$ cat src/rtl/gfx256_pkg.sv
// -----------------------------------------------------------------------------
// gfx256_pkg
// Shared types and constants for the 256-bit graphics memory arbiter.
//   arb_state_e  : arbiter FSM encoding (also exported on the debug state port)
//   REQ_*        : requester slot assignment used by the graphics engines
//   idx_w()      : width of a requester index for a given requester count
// -----------------------------------------------------------------------------
package gfx256_pkg;

    typedef enum logic [1:0] {
        ARB_IDLE   = 2'd0,
        ARB_ACCESS = 2'd1,
        ARB_LOCKED = 2'd2
    } arb_state_e;

    localparam int REQ_RENDER = 0;
    localparam int REQ_READER = 1;
    localparam int REQ_CLEAR  = 2;

    // Index width, never below one bit.
    function automatic int idx_w(input int n);
        return (n > 1) ? $clog2(n) : 1;
    endfunction

endpackage

$ cat src/rtl/gfx256_mem_arbiter_if.sv
// -----------------------------------------------------------------------------
// gfx256_mem_arbiter_if
// Wishbone master bus between the arbiter and the wbm interface block.
//   master modport : arbiter side (drives cyc/stb/we/adr/sel/dat, takes dat/ack)
//   slave  modport : memory side
// Handshake: a transfer is offered while m_cyc_o & m_stb_o are high and the
// address/data fields are stable; it completes in the cycle m_ack_i is high,
// and m_dat_i is valid only in that cycle.
// -----------------------------------------------------------------------------
interface gfx256_mem_arbiter_if #(
    parameter int MDW = 256
);
    logic             m_cyc_o;
    logic             m_stb_o;
    logic             m_we_o;
    logic [31:0]      m_adr_o;
    logic [MDW/8-1:0] m_sel_o;
    logic [MDW-1:0]   m_dat_o;
    logic [MDW-1:0]   m_dat_i;
    logic             m_ack_i;

    modport master (
        output m_cyc_o, m_stb_o, m_we_o, m_adr_o, m_sel_o, m_dat_o,
        input  m_dat_i, m_ack_i
    );

    modport slave (
        input  m_cyc_o, m_stb_o, m_we_o, m_adr_o, m_sel_o, m_dat_o,
        output m_dat_i, m_ack_i
    );
endinterface

$ cat src/rtl/gfx256_rr_pick.sv
// -----------------------------------------------------------------------------
// gfx256_rr_pick
// Combinational rotating-priority picker. The search starts just after the
// last granted requester and wraps, so the previous owner has lowest priority.
//   req_i    : request vector
//   last_i   : index of the last granted requester
//   gnt_oh_o : one-hot winner (zero when nothing is requested)
//   idx_o    : index of the winner
//   any_o    : at least one request present
// -----------------------------------------------------------------------------
module gfx256_rr_pick
    import gfx256_pkg::*;
#(
    parameter int NREQ = 3,
    parameter int IW   = idx_w(NREQ)
) (
    input  logic [NREQ-1:0] req_i,
    input  logic [IW-1:0]   last_i,
    output logic [NREQ-1:0] gnt_oh_o,
    output logic [IW-1:0]   idx_o,
    output logic            any_o
);

    int            sum;
    logic [IW-1:0] cand;

    always_comb begin
        gnt_oh_o = '0;
        idx_o    = '0;
        any_o    = 1'b0;
        sum      = 0;
        cand     = '0;
        for (int i = 1; i <= NREQ; i++) begin
            sum = int'(last_i) + i;
            if (sum >= NREQ) begin
                sum = sum - NREQ;
            end
            cand = IW'(sum);
            if (!any_o && req_i[cand]) begin
                any_o          = 1'b1;
                idx_o          = cand;
                gnt_oh_o[cand] = 1'b1;
            end
        end
    end

endmodule

$ cat src/rtl/gfx256_mem_arbiter.sv
// -----------------------------------------------------------------------------
// gfx256_mem_arbiter
// Shares one 256-bit Wishbone master port between NREQ graphics requesters
// (renderer, texture/blit reader, clear engine). Round-robin, one transaction
// in flight; lock_i keeps the grant across a read-modify-write pair.
//
// Ports:
//   clk_i, rst_i      : clock, synchronous active-low reset
//   req_i/we_i/lock_i : per-requester request, write enable, hold-grant
//   adr_i/sel_i/dat_i : packed per-requester fields (requester k at slot k)
//   ack_o/err_o       : one-cycle completion / timeout pulses
//   gnt_o             : one-hot current owner
//   dat_o             : shared read data, updated on each normal ack
//   wbm               : Wishbone master bus (master modport)
//   state_o           : FSM state, for debug and checkers
//
// Requester handshake: raise req_i with fields valid; fields are captured in
// the cycle the request is granted. Hold req_i until ack_o, then drop it in
// the ack_o cycle unless a locked follow-up access is intended.
//
// Build option: define GFX_ARB_TIMEOUT_EN to add a bus watchdog that
// terminates an access with ack_o+err_o after TO_CYCLES un-acked cycles.
// -----------------------------------------------------------------------------
module gfx256_mem_arbiter
    import gfx256_pkg::*;
#(
    parameter int NREQ      = 3,
    parameter int MDW       = 256,
    parameter int TO_CYCLES = 1023
) (
    input  logic                  clk_i,
    input  logic                  rst_i,
    input  logic [NREQ-1:0]       req_i,
    input  logic [NREQ-1:0]       we_i,
    input  logic [NREQ-1:0]       lock_i,
    input  logic [NREQ*32-1:0]    adr_i,
    input  logic [NREQ*MDW/8-1:0] sel_i,
    input  logic [NREQ*MDW-1:0]   dat_i,
    output logic [NREQ-1:0]       ack_o,
    output logic [NREQ-1:0]       err_o,
    output logic [NREQ-1:0]       gnt_o,
    output logic [MDW-1:0]        dat_o,
    gfx256_mem_arbiter_if.master  wbm,
    output arb_state_e            state_o
);

    localparam int IW = idx_w(NREQ);
    localparam int SW = MDW / 8;

    if (NREQ < 2 || NREQ > 8 || TO_CYCLES < 1) begin : g_param_check
        $error("gfx256_mem_arbiter: parameter out of range");
    end

    arb_state_e      state_q, state_d;
    logic [IW-1:0]   gidx_q, gidx_d;
    logic [IW-1:0]   last_q, last_d;
    logic [NREQ-1:0] gnt_q, gnt_d;
    logic [NREQ-1:0] ack_q, ack_d;
    logic [MDW-1:0]  rdat_q, rdat_d;
    logic            cyc_q, cyc_d;
    logic            stb_q, stb_d;
    logic            we_q, we_d;
    logic [31:0]     adr_q, adr_d;
    logic [SW-1:0]   sel_q, sel_d;
    logic [MDW-1:0]  wdat_q, wdat_d;

`ifdef GFX_ARB_TIMEOUT_EN
    localparam int CW = $clog2(TO_CYCLES + 1);
    logic [CW-1:0]   cnt_q, cnt_d;
    logic [NREQ-1:0] err_q, err_d;
`endif

    // A requester acked this cycle is still holding req_i high by design of
    // the handshake, so it is masked out to avoid a spurious re-grant.
    logic [NREQ-1:0] eligible;
    logic [NREQ-1:0] pick_oh;
    logic [IW-1:0]   pick_idx;
    logic            pick_any;

    assign eligible = req_i & ~ack_q;

    gfx256_rr_pick #(
        .NREQ (NREQ),
        .IW   (IW)
    ) u_pick (
        .req_i    (eligible),
        .last_i   (last_q),
        .gnt_oh_o (pick_oh),
        .idx_o    (pick_idx),
        .any_o    (pick_any)
    );

    // Fields are taken from the new winner in IDLE, from the owner in LOCKED.
    logic [IW-1:0]  src_idx;
    logic           we_pick;
    logic [31:0]    adr_pick;
    logic [SW-1:0]  sel_pick;
    logic [MDW-1:0] dat_pick;

    assign src_idx  = (state_q == ARB_IDLE) ? pick_idx : gidx_q;
    assign we_pick  = we_i[src_idx];
    assign adr_pick = adr_i[32*src_idx +: 32];
    assign sel_pick = sel_i[SW*src_idx +: SW];
    assign dat_pick = dat_i[MDW*src_idx +: MDW];

    always_comb begin
        state_d = state_q;
        gidx_d  = gidx_q;
        last_d  = last_q;
        gnt_d   = gnt_q;
        ack_d   = '0;
        rdat_d  = rdat_q;
        cyc_d   = cyc_q;
        stb_d   = stb_q;
        we_d    = we_q;
        adr_d   = adr_q;
        sel_d   = sel_q;
        wdat_d  = wdat_q;
`ifdef GFX_ARB_TIMEOUT_EN
        cnt_d   = cnt_q;
        err_d   = '0;
`endif
        unique case (state_q)
            ARB_IDLE: begin
                if (pick_any) begin
                    gidx_d  = pick_idx;
                    gnt_d   = pick_oh;
                    cyc_d   = 1'b1;
                    stb_d   = 1'b1;
                    we_d    = we_pick;
                    adr_d   = adr_pick;
                    sel_d   = sel_pick;
                    wdat_d  = dat_pick;
                    state_d = ARB_ACCESS;
`ifdef GFX_ARB_TIMEOUT_EN
                    cnt_d   = '0;
`endif
                end
            end
            ARB_ACCESS: begin
                if (wbm.m_ack_i) begin
                    stb_d  = 1'b0;
                    ack_d  = gnt_q;
                    rdat_d = wbm.m_dat_i;
                    last_d = gidx_q;
                    if (lock_i[gidx_q]) begin
                        state_d = ARB_LOCKED;
                    end else begin
                        cyc_d   = 1'b0;
                        gnt_d   = '0;
                        state_d = ARB_IDLE;
                    end
                end
`ifdef GFX_ARB_TIMEOUT_EN
                // Watchdog: abandon the access, lock is deliberately ignored.
                else if (cnt_q == CW'(TO_CYCLES - 1)) begin
                    cyc_d   = 1'b0;
                    stb_d   = 1'b0;
                    ack_d   = gnt_q;
                    err_d   = gnt_q;
                    last_d  = gidx_q;
                    gnt_d   = '0;
                    state_d = ARB_IDLE;
                end else begin
                    cnt_d = cnt_q + 1'b1;
                end
`endif
            end
            ARB_LOCKED: begin
                // ack_q guards against the follow-up being the request that
                // was just acked (req_i is still high in the ack cycle).
                if (req_i[gidx_q] && !ack_q[gidx_q]) begin
                    stb_d   = 1'b1;
                    we_d    = we_pick;
                    adr_d   = adr_pick;
                    sel_d   = sel_pick;
                    wdat_d  = dat_pick;
                    state_d = ARB_ACCESS;
`ifdef GFX_ARB_TIMEOUT_EN
                    cnt_d   = '0;
`endif
                end else if (!lock_i[gidx_q] && !req_i[gidx_q]) begin
                    cyc_d   = 1'b0;
                    gnt_d   = '0;
                    state_d = ARB_IDLE;
                end
            end
            default: begin
                state_d = ARB_IDLE;
            end
        endcase
    end

    always_ff @(posedge clk_i) begin
        if (!rst_i) begin
            state_q <= ARB_IDLE;
            gidx_q  <= '0;
            last_q  <= IW'(NREQ - 1);
            gnt_q   <= '0;
            ack_q   <= '0;
            rdat_q  <= '0;
            cyc_q   <= 1'b0;
            stb_q   <= 1'b0;
            we_q    <= 1'b0;
            adr_q   <= '0;
            sel_q   <= '0;
            wdat_q  <= '0;
`ifdef GFX_ARB_TIMEOUT_EN
            cnt_q   <= '0;
            err_q   <= '0;
`endif
        end else begin
            state_q <= state_d;
            gidx_q  <= gidx_d;
            last_q  <= last_d;
            gnt_q   <= gnt_d;
            ack_q   <= ack_d;
            rdat_q  <= rdat_d;
            cyc_q   <= cyc_d;
            stb_q   <= stb_d;
            we_q    <= we_d;
            adr_q   <= adr_d;
            sel_q   <= sel_d;
            wdat_q  <= wdat_d;
`ifdef GFX_ARB_TIMEOUT_EN
            cnt_q   <= cnt_d;
            err_q   <= err_d;
`endif
        end
    end

    assign ack_o       = ack_q;
    assign gnt_o       = gnt_q;
    assign dat_o       = rdat_q;
    assign state_o     = state_q;
    assign wbm.m_cyc_o = cyc_q;
    assign wbm.m_stb_o = stb_q;
    assign wbm.m_we_o  = we_q;
    assign wbm.m_adr_o = adr_q;
    assign wbm.m_sel_o = sel_q;
    assign wbm.m_dat_o = wdat_q;

`ifdef GFX_ARB_TIMEOUT_EN
    assign err_o = err_q;
`else
    assign err_o = '0;
`endif

endmodule

$ cat src/flat_wrapper.sv
// flat-port wrapper written by rule: the top's interface ports become plain ports
module gfx256_mem_arbiter_flat import gfx256_pkg::*;
#(
    parameter int NREQ      = 3,
    parameter int MDW       = 256,
    parameter int TO_CYCLES = 1023
)
  (clk_i, rst_i, req_i, we_i, lock_i, adr_i, sel_i, dat_i, ack_o, err_o, gnt_o, dat_o, state_o, wbm_m_cyc_o, wbm_m_stb_o, wbm_m_we_o, wbm_m_adr_o, wbm_m_sel_o, wbm_m_dat_o, wbm_m_dat_i, wbm_m_ack_i);
  gfx256_mem_arbiter_if #(.MDW(MDW)) wbm_i ();
  input  logic clk_i;
  input  logic rst_i;
  input  logic [NREQ-1:0] req_i;
  input  logic [NREQ-1:0] we_i;
  input  logic [NREQ-1:0] lock_i;
  input  logic [NREQ*32-1:0] adr_i;
  input  logic [NREQ*MDW/8-1:0] sel_i;
  input  logic [NREQ*MDW-1:0] dat_i;
  output logic [NREQ-1:0] ack_o;
  output logic [NREQ-1:0] err_o;
  output logic [NREQ-1:0] gnt_o;
  output logic [MDW-1:0] dat_o;
  output arb_state_e state_o;
  output wire logic [$bits(wbm_i.m_cyc_o)-1:0] wbm_m_cyc_o;
  output wire logic [$bits(wbm_i.m_stb_o)-1:0] wbm_m_stb_o;
  output wire logic [$bits(wbm_i.m_we_o)-1:0] wbm_m_we_o;
  output wire logic [$bits(wbm_i.m_adr_o)-1:0] wbm_m_adr_o;
  output wire logic [$bits(wbm_i.m_sel_o)-1:0] wbm_m_sel_o;
  output wire logic [$bits(wbm_i.m_dat_o)-1:0] wbm_m_dat_o;
  input wire logic [$bits(wbm_i.m_dat_i)-1:0] wbm_m_dat_i;
  input wire logic [$bits(wbm_i.m_ack_i)-1:0] wbm_m_ack_i;
  assign wbm_m_cyc_o = wbm_i.m_cyc_o;
  assign wbm_m_stb_o = wbm_i.m_stb_o;
  assign wbm_m_we_o = wbm_i.m_we_o;
  assign wbm_m_adr_o = wbm_i.m_adr_o;
  assign wbm_m_sel_o = wbm_i.m_sel_o;
  assign wbm_m_dat_o = wbm_i.m_dat_o;
  assign wbm_i.m_dat_i = wbm_m_dat_i;
  assign wbm_i.m_ack_i = wbm_m_ack_i;
  gfx256_mem_arbiter #(.NREQ(NREQ), .MDW(MDW), .TO_CYCLES(TO_CYCLES)) u_core (.clk_i(clk_i), .rst_i(rst_i), .req_i(req_i), .we_i(we_i), .lock_i(lock_i), .adr_i(adr_i), .sel_i(sel_i), .dat_i(dat_i), .ack_o(ack_o), .err_o(err_o), .gnt_o(gnt_o), .dat_o(dat_o), .wbm(wbm_i), .state_o(state_o));
endmodule
$ cat config.mk
export PLATFORM = sky130hd
export DESIGN_NAME = gfx256_mem_arbiter_flat
export DESIGN_NICKNAME = d
export VERILOG_FILES = /design/src/rtl/gfx256_pkg.sv /design/src/rtl/gfx256_mem_arbiter_if.sv /design/src/rtl/gfx256_rr_pick.sv /design/src/rtl/gfx256_mem_arbiter.sv /design/src/flat_wrapper.sv
export SDC_FILE = /design/constraint.sdc
export NUM_CORES = 2
export LEC_CHECK = 0
export CAP_MARGIN = 20
export CELL_PAD_IN_SITES_DETAIL_PLACEMENT = 0
export CELL_PAD_IN_SITES_GLOBAL_PLACEMENT = 1
export CORE_AREA = 2 2 713 715
export CTS_BUF_LIST = sky130_fd_sc_hd__clkbuf_8 sky130_fd_sc_hd__clkbuf_16
export CTS_CLUSTER_SIZE = 16
export DETAILED_ROUTE_END_ITERATION = 8
export DIE_AREA = 0 0 715 717
export PLACE_DENSITY_LB_ADDON = 0.1
export SYNTH_ARGS = -nofsm -noshare
export SYNTH_HDL_FRONTEND = slang
export SYNTH_SLANG_ARGS = --single-unit
$ cat constraint.sdc
create_clock -name clk_i -period 3.7 [get_ports clk_i]
set_clock_uncertainty 0.1 [all_clocks]
set_input_delay 0.925 -clock clk_i [delete_from_list [all_inputs] [get_ports clk_i]]
set_output_delay 0.925 -clock clk_i [all_outputs]
set_load 0.05 [all_outputs]
After elaboration in Yosys (flattened, before gate mapping):

Index checks and enable logic that the tools add are counted.

* word-level logic and storage cells: 133
* flip-flop bits (word level): 591
* output and inout port bits: 590

* magnitude comparators: 11
* shift-type cells: 3
* bitwise gates (word level): 4
* equal/unequal tests: 9
* muxes and demuxes: 66
* $add $sub $neg: 6
* reductions and logical operators: 22

Operator list (count)
* variable part select 768 x 11 -> 256 bit: 1
* two-way mux 256 bit: 2
* case mux 256 bit (2 select lines): 1
* variable part select 96 x 8 -> 32 bit: 2
* two-way mux 32 bit: 4
* case mux 32 bit (2 select lines): 2
* two-way mux 2 bit: 12
* two-way mux 3 bit: 8
* two-way mux 1 bit: 22
* less-than comparator 2 x 3 -> 1 bit, second input constant: 5
* binary-select mux 1 bit (select 2 bit): 7
* greater-or-equal comparator 3 x 2 -> 1 bit, second input constant: 3
* case mux 3 bit (3 select lines): 1
* AND reduction 3 bit: 3
* logical AND 1 bit: 7
* adder 2 x 2 -> 3 bit, second input constant: 2
* demux 1 bit (select 2 bit): 3
* greater-or-equal comparator 2 x 1 -> 1 bit, second input constant: 3
* != test 2 x 1 -> 1 bit, second input constant: 3
* != test 2 bit, second input constant: 3
* OR 3 bit: 2
* case mux 1 bit (3 select lines): 2
* case mux 2 bit (3 select lines): 1
* AND reduction 6 bit: 1
* 14 further kinds: 21

Logic depth before layout (Yosys ltp):

* depth after elaboration: 17
* depth in mapped cells: 12
* depth with buffers taken out: 8

Cells and area by module:

Synthesis repeated with hierarchy kept, for this count alone.

* cells, all modules: 3745
* area total of the unflattened synthesis: 26315.2 um^2

Modules (own cells, without submodules)
* gfx256_mem_arbiter: times used 1, area an instance 25937.4 um^2, cells each 3700, seq. area each 11831.3 um^2
* gfx256_rr_pick: times used 1, area an instance 377.9 um^2, cells each 45, seq. area each 0.0 um^2

Worst setup path after synthesis:

Ideal clock, no wire load.

* path kind: register to register
* from: reg u_core.last_q[0]
* to: reg u_core.wdat_q[0], in the netlist u_core.wbm.m_dat_o[0]
* arrival time: 2.917 ns
* cell stages (with the launch flop): 12
* setup slack: 0.624 ns
* library setup time: 0.059 ns
* required time: 3.541 ns
* cell sequence: dfxtp_1 -> inv_1 -> ha_1 -> buf_2 -> nor4b_2 -> nor3_1 -> and4_1 -> or3_4 -> nor3_2 -> buf_2 -> buf_2 -> a221o_1

* cells in the longest elaborated chain, start to end: 16

RTL lines
* start, declared: line gfx256_mem_arbiter.sv:56 `logic [IW-1:0] last_q, last_d;`
* start signal, assigned: line gfx256_mem_arbiter.sv:198 `last_q <= IW'(NREQ - 1);`
* start signal, assigned: line gfx256_mem_arbiter.sv:215 `last_q <= last_d;`
* adder 2 x 1 -> 3 bit: line gfx256_rr_pick.sv:34 `sum = int'(last_i) + i;`
* greater-or-equal comparator 3 x 2 -> 1 bit or subtractor 2 bit (tied branches): line gfx256_rr_pick.sv:35, gfx256_rr_pick.sv:36
* two-way mux 2 bit: line gfx256_rr_pick.sv:35 `if (sum >= NREQ) begin`
* binary-select mux 1 bit (select 2 bit): line gfx256_rr_pick.sv:39 `if (!any_o && req_i[cand]) begin`
* two-way mux 1 bit (implied by the code): line gfx256_rr_pick.sv:39
* two-way mux 1 bit: line gfx256_rr_pick.sv:39
* zero test 1 bit: line gfx256_rr_pick.sv:39
* logical AND 1 bit: line gfx256_rr_pick.sv:39
* two-way mux 1 bit: line gfx256_rr_pick.sv:39
* zero test 1 bit: line gfx256_rr_pick.sv:39
* logical AND 1 bit: line gfx256_rr_pick.sv:39
* two-way mux 2 bit: line gfx256_rr_pick.sv:39
* two-way mux 2 bit: line gfx256_mem_arbiter.sv:100 `assign src_idx = (state_q == ARB_IDLE) ? pick_idx : gidx_q;`
* variable part select 768 x 11 -> 256 bit: line gfx256_mem_arbiter.sv:104 `assign dat_pick = dat_i[MDW*src_idx +: MDW];`
* two-way mux 256 bit, on equally long branches: line gfx256_mem_arbiter.sv:172, gfx256_mem_arbiter.sv:125
* case mux 256 bit (2 select lines): line gfx256_mem_arbiter.sv:123 `unique case (state_q)`
* end signal, assigned: line gfx256_mem_arbiter.sv:224 `wdat_q <= wdat_d;`
* end, declared: line gfx256_mem_arbiter.sv:65 `logic [MDW-1:0] wdat_q, wdat_d;`

Parallel ways exist; a longest one is shown, timed or not. The select of a mux whose other input is x is not followed.
A chain may end at the register's enable or synchronous reset.

Final worst setup path:

* from: reg u_core.last_q[1]
* to: reg u_core.wdat_q[100], in the netlist u_core.wbm.m_dat_o[100]

The elaborated chain is that of the path after synthesis.

==> results by group <==
Drt
  – WL per Instance: between 30 and 40 um
  – Initial DRC Count: between 1500 and 2000
  – DRC errors left: 0
  – Pre-antenna DRT Iters: 5
  – DR vias/cell: around 2.8
  – Total Wirelength: 357600 um
  – Vias: about 30000
  – Post-DRT Antenna Nets: 0

Worst hold path
  – WHS Path Cells: 2
  – Hold Path End: u_core.dat_o[3]
  – Hold Path Class: flop to flop
  – Hold path start: u_core.dat_o[3]

Placed design
  – Buffers on Ports: 1814
  – Cells after DPL: 10840
  – RePlAce Congestion: about 0.81
  – Place WS: -1.030 ns
  – DP HPWL: 307200 um

Synth
  – Most common cell in the synthesized netlist: dfxtp_1
  – Synth cell types: 52
  – Synth Instances: about 2400
  – Top cells by count, synth: dfxtp_1 (591), nand2_1 (522), a221o_1 (321), a32o_1 (321), a21oi_1 (262)
  – Top_reg_cell synth: dfxtp_1
  – FFs w/ async S/R, synth: 0
  – Largest cells by area after synthesis: dfxtp_1 (50%), a221o_1 (14%), a32o_1 (14%)
  – Number of synthesized flops with an enable pin: 0
  – Yosys top cell by area: dfxtp_1
  – Seq/Total Area, Yosys: 0.5046
  – Yosys top cell area share: 0.5046
  – Register bit total from synthesis: ~590
  – Ys Warns: 0
  – Post-synthesis cell area: ~23000 um^2
  – Synth Area per Inst: between 9 and 10 um^2

Setup path
  – Slowest cell on the critical path: a32o_1
  – Top Family by Delay on Critical Path: compound AO/OA/AOI/OAI gates
  – Critical path buffer and inverter count: 5
  – R2r startpoint: u_core.last_q[1]
  – WP data arrival: approximately 4 ns
  – Crit Path Category: flop to flop
  – CP startpoint kind: flop
  – Crit. End Element: flop
  – RR Endpoint: u_core.wbm.m_dat_o[100]
  – Reg2reg setup slack: ~0.15 ns
  – Critical Path RT: between 4 and 5 ns
  – Worst r2r path cells: 12
  – CP cell instances: inv_1 > ha_1 > buf_4 > and4bb_1 > a211oi_4 > and4_1 > nor3_4 > buf_12 > buf_12 > buf_4 > a32o_1 > a221o_1
  – Crit-path max cell delay: about 0.38 ns
  – Crit-path max FO: 21

CTS
  – Bufs on Longest Clock Path: 4
  – Root Buffer: clkbuf_16
  – Clock latency on the worst-skew pair: 0.89 ns
  – Total CTS buffers: approximately 110
  – H-Tree Depth: 3
  – Reg clk slew, reported paths: approximately 0.060 ns
  – TritonCTS clock tree: yes
  – CTS Sinks: 591

STA
  – Final Max Slew Viols: 0
  – Final setup TNS: 0 ns
  – Fin crit share: 0.9591
  – Hold Fails Final Rpt: 0
  – Unrepaired setup endpoints after global routing: yes
  – Final setup viols: 0
  – Final WS setup: about 0.15 ns
  – Slew @ Worst Pin: between 1 and 1.5 ns
  – Fmax achieved: ~280 MHz
  – Rel. slew slack: 0.3169
  – Hold WS: 0.3522 ns
  – Post-layout minimum cycle time: about 3.5 ns

Cells and area
  – Layout Area Growth over Synthesis: 132.8%
  – Non-Filler Instances: between 10000 and 15000
  – Share of cells above drive strength 1: 0.1116
  – Final Util: 0.1082
  – Layout Nets: about 5500

Global routing
  – Initial antenna violation count: 263
  – Aggregate global routing overflow: 0
  – Largest net degree at the start of global routing: 99
  – GRT Total Usage: 0.1329
  – First-pass GRT wire length: ~430000 um
  – Number of global-route vias before repair: 31360

Power and ir drop
  – Pwr Density: 805.7 nW/um^2
  – Standby leakage power: 17.78 nW
  – VDD IR-drop max: between 0.3 and 0.4 mV

Floorplanning
  – Starting Density: 0.04647
  – # rows: 261
  – Die extent in x: roughly 720 um
  – Die Y: a little over 700 um
  – Count of boundary I/O pins: roughly 1800
  – CORE AREA: approximately 500000 um^2
  – Die footprint: just over 500000 um^2

Run
  – Max-cap violations: 0

Outcome
  – Outcome: completed
## repair_timing
action,4_1_cts,5_1_grt
buffers inserted,1,4
gates resized for setup,1,3
pin swaps,1,1
hold buffers,0,0
endpoints found under the setup margin,188,22
## worst reg2reg max path, cell delays in order, from the launching register on
cell      delay [ns]
dfxtp_1         0.36
inv_1           0.07
ha_1            0.31
buf_4           0.17
and4bb_1        0.24
a211oi_4        0.33
and4_1          0.37
nor3_4          0.08
buf_12          0.15
buf_12          0.17
buf_4           0.23
a32o_1          0.38
a221o_1         0.36
## power breakdown
| group | leakage (nW) | switching, mW | internal (mW) |
|---|---|---|---|
| Combinational | 11.2 | 15.6 | 8.58 |
| Clock | 1.76 | 4.29 | 5.92 |
| Sequential | 4.85 | 1.53 | 8.04 |
| Total | 17.8 | 21.5 | 22.5 |
## flip-flops by register name, summed over array words and instances (netlist names)
signal and count:
u_core.wbm.m_adr_o 32, u_core.wbm.m_we_o 1, u_core.wbm.m_cyc_o 1, u_core.gnt_o 3, u_core.state_o 2, u_core.wbm.m_dat_o 256, u_core.gidx_q 2, u_core.wbm.m_stb_o 1
u_core.last_q 2, u_core.wbm.m_sel_o 32, u_core.ack_o 3, u_core.dat_o 256
## kinds of logic (layout without fill, tap and decap cells)
| family | Yosys count | count (layout) | share of synthesized area |
|---|---|---|---|
| AOI/OAI and AO/OA | 933 | 933 | 0.3395 |
| DFF | 591 | 591 | 0.5046 |
| and+or+nand+nor | 573 | 573 | 0.09979 |
| buffers and inverters | 279 | 2204 | 0.04888 |
| adders and majority gates | 10 | 10 | 0.005336 |
| muxes | 4 | 4 | 0.001708 |
| other | 1 | 37 | 0.0001599 |
## layer usage
metal,vias to the layer above,global-route usage,wire (um)
met5,-,0,482
met4,74,0.02801,9578
met3,582,0.05059,31630
met2,1637,0.2457,184000
met1,15110,0.1428,131900
li1,13120,-,-
## cell type report
type                            instances  area [um^2]
Inverter                               10        45.04
Clock buffer                          131         3042
Fill cell                           57960       450000
Clock inverter                         49        307.8
Timing Repair Buffer                 2014        20350
Antenna cell                           34        85.08
Sequential cell                       591        11830
Multi-Input combinational cell       1523        10530
Tap cell                             6706         8391
## how the worst max path moves through the flow
stage | startpoint | end | slack, ns | cells after the start
CTS | u_core.last_q[1] | u_core.wbm.m_dat_o[106] | 0.05 | 11
global route | u_core.last_q[1] | u_core.wbm.m_dat_o[198] | -0.01 | 12
global placement | req_i[2] | u_core.wbm.m_dat_o[100] | -1.08 | 10
finish | u_core.last_q[1] | u_core.wbm.m_dat_o[100] | 0.15 | 12
floorplan | u_core.last_q[0] | u_core.wbm.m_dat_o[0] | 0.62 | 11
detailed placement | req_i[2] | u_core.wbm.m_dat_o[100] | -1.03 | 10
## metrics by stage
stage | area (um^2) | power (mW)
floorplan | 23460 | 20.63
global placement | 51080 | 34.81
detailed placement | 51080 | 34.75
CTS | 54450 | 45.67
global route | 54520 | 46.40
finish | 54580 | 43.98
## cells in the final DEF (no fill, tap or decap), types with 10 or more instances in the layout
master,n
clkinv_2,13
clkbuf_16,110
a221o_1,321
a21oi_1,262
clkbuf_8,21
buf_12,78
a32o_1,321
nand2_1,521
inv_1,37
clkdlybuf4s50_1,1700
dfxtp_1,591
diode_2,34
ha_1,10
buf_4,224
No activity file was read; power rests on OpenSTA's default activity.
==> edit 1: new RTL, same settings <==
Make the reset (`rst_i`) asynchronous in one clocked block. Comments in the files are not updated.
--- a/src/rtl/gfx256_mem_arbiter.sv
+++ b/src/rtl/gfx256_mem_arbiter.sv
@@ -192,5 +192,5 @@
     end
 
-    always_ff @(posedge clk_i) begin
+    always_ff @(posedge clk_i or negedge rst_i) begin
         if (!rst_i) begin
             state_q <= ARB_IDLE;
Function: not settled (the Yosys comparison gave no result); the edit may change what the design does.
==> edit 1 against the unedited design <==
Worst setup slack worse by 0.050 ns; sequential power is 36% higher; synthesized area is 30% higher; sequential cell count stayed put; design area is 15% higher; wire length is 0.56% higher; final cell count is 5.3% higher; power is 70% higher; combinational power is 110% higher; critical path type unchanged; highest routed layer unchanged.
==> edit 1: results (changes against the unedited design) <==
metric,value,unit,change
layout cells sized above 1,0.226,,was 0.112
Max VDD drop,0.473,mV,was 0.371 mV
count of cell types in the netlist,53,,was 52
worst reg2reg path depth,13,,was 12
# hold bufs at CTS,1,,was 0
Crit path arrival time,4.18,ns,was 4.12 ns
DR vias/cell,2.87,,was 2.76
Post-DP HPWL,299,mm,was 307 mm
Compound-Gate Fraction of Synth Area,0.159,,was 0.340
Total Routing Usage GR,0.135,,was 0.133
Slew Limit Headroom,0.296,,was 0.317
status,"finished, final reports clean",,unchanged
Setup crit end,u_core.wbm.m_adr_o[12],,was u_core.wbm.m_dat_o[100]
async set-reset flop share out of synthesis,1.00,,was 0
worst hold endpoint,u_core.wbm.m_dat_o[117],,was u_core.dat_o[3]
Post-DP Area,58600,um2,was 51100 um2
Psw,0.0411,W,was 0.0215 W
Adder-Cell Fraction of Synth Area,0.00410,,was 0.00534
number of global-route vias before repair,35979,,was 31355
post-synthesis mux area share,0.0975,,was 0.00171
leakage dissipation,24.1,nW,was 17.8 nW
"worst slack, placed",-0.596,ns,was -1.03 ns
largest net degree at the start of global routing,108,,was 99
first-pass iteration count of the detailed router,7,,was 5
cts repair resizes,20,,was 1
initial antenna violation count,289,,was 263
most frequent cells after synthesis,"dfrtp_1 (590), inv_1 (332), nand2_1 (332), nand3_1 (323), nand4_1 (323)",,"was dfxtp_1 (591), nand2_1 (522), a221o_1 (321), a32o_1 (321), a21oi_1 (262)"
first-pass GRT wire length,445,mm,was 430 mm
setup bufs post-CTS,12,,was 1
Placed Cells incl. Taps,11352,,was 10839
WHS,0.389,ns,was 0.352 ns
fin crit period,3.60,ns,was 3.55 ns
[edit 1: cell types whose count changed after synthesis, moves of 34 or more]
cell	before	now
a32o_1	321	0
a21oi_1	262	5
o2111ai_2	0	290
nand3_1	6	323
mux2_2	0	260
buf_6	0	34
inv_1	9	332
nand4_1	2	323
a221o_1	321	1
dfrtp_1	0	590
nand2_1	522	332
dfxtp_1	591	0
[edit 1: power by group through the flow]
stage	clock, W	sequential [W]	combinational, W
finish	0.0106	0.0130	0.0511
global route	0.0113	0.0135	0.0542
CTS	0.0112	0.0131	0.0527
detailed placement	0	0.0132	0.0514
global placement	0	0.0132	0.0516
floorplan	0	0.0229	0.0155
[edit 1: kinds of logic after synthesis]
logic type / Yosys count
AOI/OAI and AO/OA: 350
adders and majority gates: 10
buffers and inverters: 615
DFF: 591
muxes: 265
other: 1
and+or+nand+nor: 1017
[edit 1: layer usage]
layer,track usage,up-vias,part of all wire
li1,-,14400,-
met1,0.140,16769,0.36
met2,0.251,1561,0.52
met3,0.0553,579,0.090
met4,0.0289,98,0.026
met5,0,-,0.0017
[edit 1: critical path: stages (launching register included)]
cell,delay (ns)
dfstp_2,0.53
inv_1,0.07
ha_4,0.25
buf_4,0.14
or4b_4,0.54
nand3_2,0.10
o221ai_2,0.10
a221o_4,0.49
buf_4,0.17
buf_12,0.15
buf_16,0.22
clkbuf_16,0.23
nand4_1,0.12
o2111ai_2,0.13
[edit 1: area by class of cell]
class	count	area (um2)
Clock inverter	54	433
Tap cell	6706	8390
Antenna cell	74	185
Fill cell	57497	442000
Sequential cell	591	14800
Multi-Input combinational cell	1645	13300
Timing Repair Buffer	2100	21400
Inverter	332	1250
Clock buffer	138	3100
==> edit 2: new RTL, config.mk and constraints unchanged <==
Without the edit above. The option `GFX_ARB_TIMEOUT_EN` is turned on by a define.
--- a/src/rtl/gfx256_mem_arbiter.sv
+++ b/src/rtl/gfx256_mem_arbiter.sv
@@ -22,4 +22,6 @@
 // terminates an access with ack_o+err_o after TO_CYCLES un-acked cycles.
 // -----------------------------------------------------------------------------
+`define GFX_ARB_TIMEOUT_EN
+
 module gfx256_mem_arbiter
     import gfx256_pkg::*;
Function: not settled (the Yosys comparison gave no result); the edit may change what the design does.
==> edit 2 against the unedited design <==
Power up 17%; synthesized cell count up 30%; sequential cell count up 13; global-route usage down 0.96 points; design area up 12%; maximum frequency down 0.75%; sequential share of layout area down 1.9 points; worst setup slack worse by 0.027 ns; synthesized area up 22%; die area unchanged; wire length down 7.3%; final cell count up 7.6%; via count up 6.9%.
==> edit 2: results (changes against the unedited design) <==
metric,value,unit,change
fin cells,11895,,was 11058
"CTS clk-pin slew, worst paths",0.05,ns,
ClkCell Share,0.0564,,was 0.0614
peak per-stage delay on the critical path,0.96,ns,was 0.38 ns
initial antenna violation count,242,,was 263
Clock Sinks,604,,was 591
Area contributors post-synth,"dfxtp_1 (42%), a221oi_2 (15%), mux2i_1 (11%)",,"was dfxtp_1 (50%), a221o_1 (14%), a32o_1 (14%)"
Post-DP HPWL,283,mm,was 307 mm
Slew Limit Headroom,0.265,,was 0.317
Post-DP Area,57200,um2,was 51100 um2
gr ovfl total,0,,unchanged
slowest cell on the critical path,clkdlybuf4s50_1,,was a32o_1
most frequent cell after synthesis,nand2_1,,was dfxtp_1
largest fanout on the critical path,2,,was 21
hold path start,u_core.dat_o[114],,was u_core.dat_o[3]
area of the multi-input gates,15700,um2,was 10500 um2
fraction of area in registers,0.198,,was 0.217
"Non-clock buffers, area share",0.350,,was 0.373
drt first-iter violations,1077,,was 1748
cell count after synthesis,3108,,was 2391
count of cell types in the netlist,59,,was 52
largest net degree at the start of global routing,154,,was 99
clock buffers,134,,was 131
Setup crit start,u_core.wbm.m_dat_o[112],,was u_core.last_q[1]
number of global-route vias before repair,34630,,was 31355
routed len/inst,27.9,um,was 32.3 um
PortBufs,1817,,was 1814
first-pass GRT wire length,409,mm,was 430 mm
"worst slack, placed",-1.02,ns,was -1.03 ns
Crit path arrival time,2.55,ns,was 4.12 ns
"Clk Latency, worst-skew pair",0.86,ns,was 0.89 ns
Synth Flop Type,dfxtp_1,,unchanged
Max VDD drop,0.352,mV,was 0.371 mV
P_int,0.0254,W,was 0.0225 W
share of the yosys chip area belonging to registers,0.422,,was 0.505
clk buf depth,4,,unchanged
largest delay contributor family on the critical path,buffers and inverters,,was compound AO/OA/AOI/OAI gates
nets@finish,6321,,was 5485
leakage dissipation,21.8,nW,was 17.8 nW
status,"finished, final reports clean",,unchanged
layout cells sized above 1,0.173,,was 0.112
worst min-delay path category,reg -> reg,,unchanged
P&R area growth vs syn,113,%,was 133%
DR vias/cell,2.74,,was 2.76
#MultiIn Comb,2223,,was 1523
Final Wtd Congestion,0.786,,was 0.807
count of plain and timing-repair buffers,2134,,was 2014
Total Routing Usage GR,0.123,,was 0.133
inverters,11,,was 10
# fillers,57869,,was 57957
most frequent cells after synthesis,"nand2_1 (852), dfxtp_1 (604), nor2_1 (339), mux2i_1 (326), a221oi_2 (286)",,"was dfxtp_1 (591), nand2_1 (522), a221o_1 (321), a32o_1 (321), a21oi_1 (262)"
## edit 2: cell types whose count changed in the layout (fill, tap and decap cells not counted), moves of 15 or more
cell / change
a32o_1: -321
a21oi_1: -257
nand2_1: +330
mux2i_4: +15
nor2_1: +330
a221oi_2: +287
buf_4: +93
clkdlybuf4s50_1: +39
mux2i_1: +286
a21boi_0: +261
a221oi_1: +35
a221o_1: -319
mux2i_2: +21
## edit 2: power groups by stage
stage	clock, W	combinational (W)	sequential (W)
final	0.0104	0.0304	0.0107
after global routing	0.0112	0.0326	0.0110
after global placement	0	0.0312	0.0110
after floorplan	0	0.00982	0.0158
after CTS	0.0111	0.0316	0.0108
after detailed placement	0	0.0312	0.0109
## edit 2: path summary, 6_finish.rpt
path | endpoint | slack (ns) | cells past startpoint
worst max-delay path | wbm_m_dat_o[112] | 0.12 | 1
worst min-delay path | u_core.dat_o[114] | 0.36 | 2
worst min register to register | u_core.dat_o[114] | 0.36 | 2
worst max register to register | u_core.wbm.m_dat_o[26] | 0.14 | 14
## edit 2: cell families after synthesis
logic type / count (synthesis) / share of synthesized area
xor+xnor: 9 / 0.00275
flops: 604 / 0.422
simple gates: 1249 / 0.171
buf+inv: 281 / 0.0441
fa+ha+maj: 12 / 0.00524
mux: 329 / 0.115
compound gates: 624 / 0.240
## edit 2: routing by layer
| layer | wire length (um) | track usage |
|---|---|---|
| met2 | 173000 | 0.233 |
| met4 | 7000 | 0.0187 |
| met5 | 312 | 0 |
| met3 | 37300 | 0.0634 |
| met1 | 114000 | 0.121 |
## edit 2: repair_timing
item	4_1_cts	5_1_grt
gates cloned	0	1
endpoints found under the setup margin	212	97
gates resized for setup	55	8
buffers inserted	1	0
pin swaps	1	1
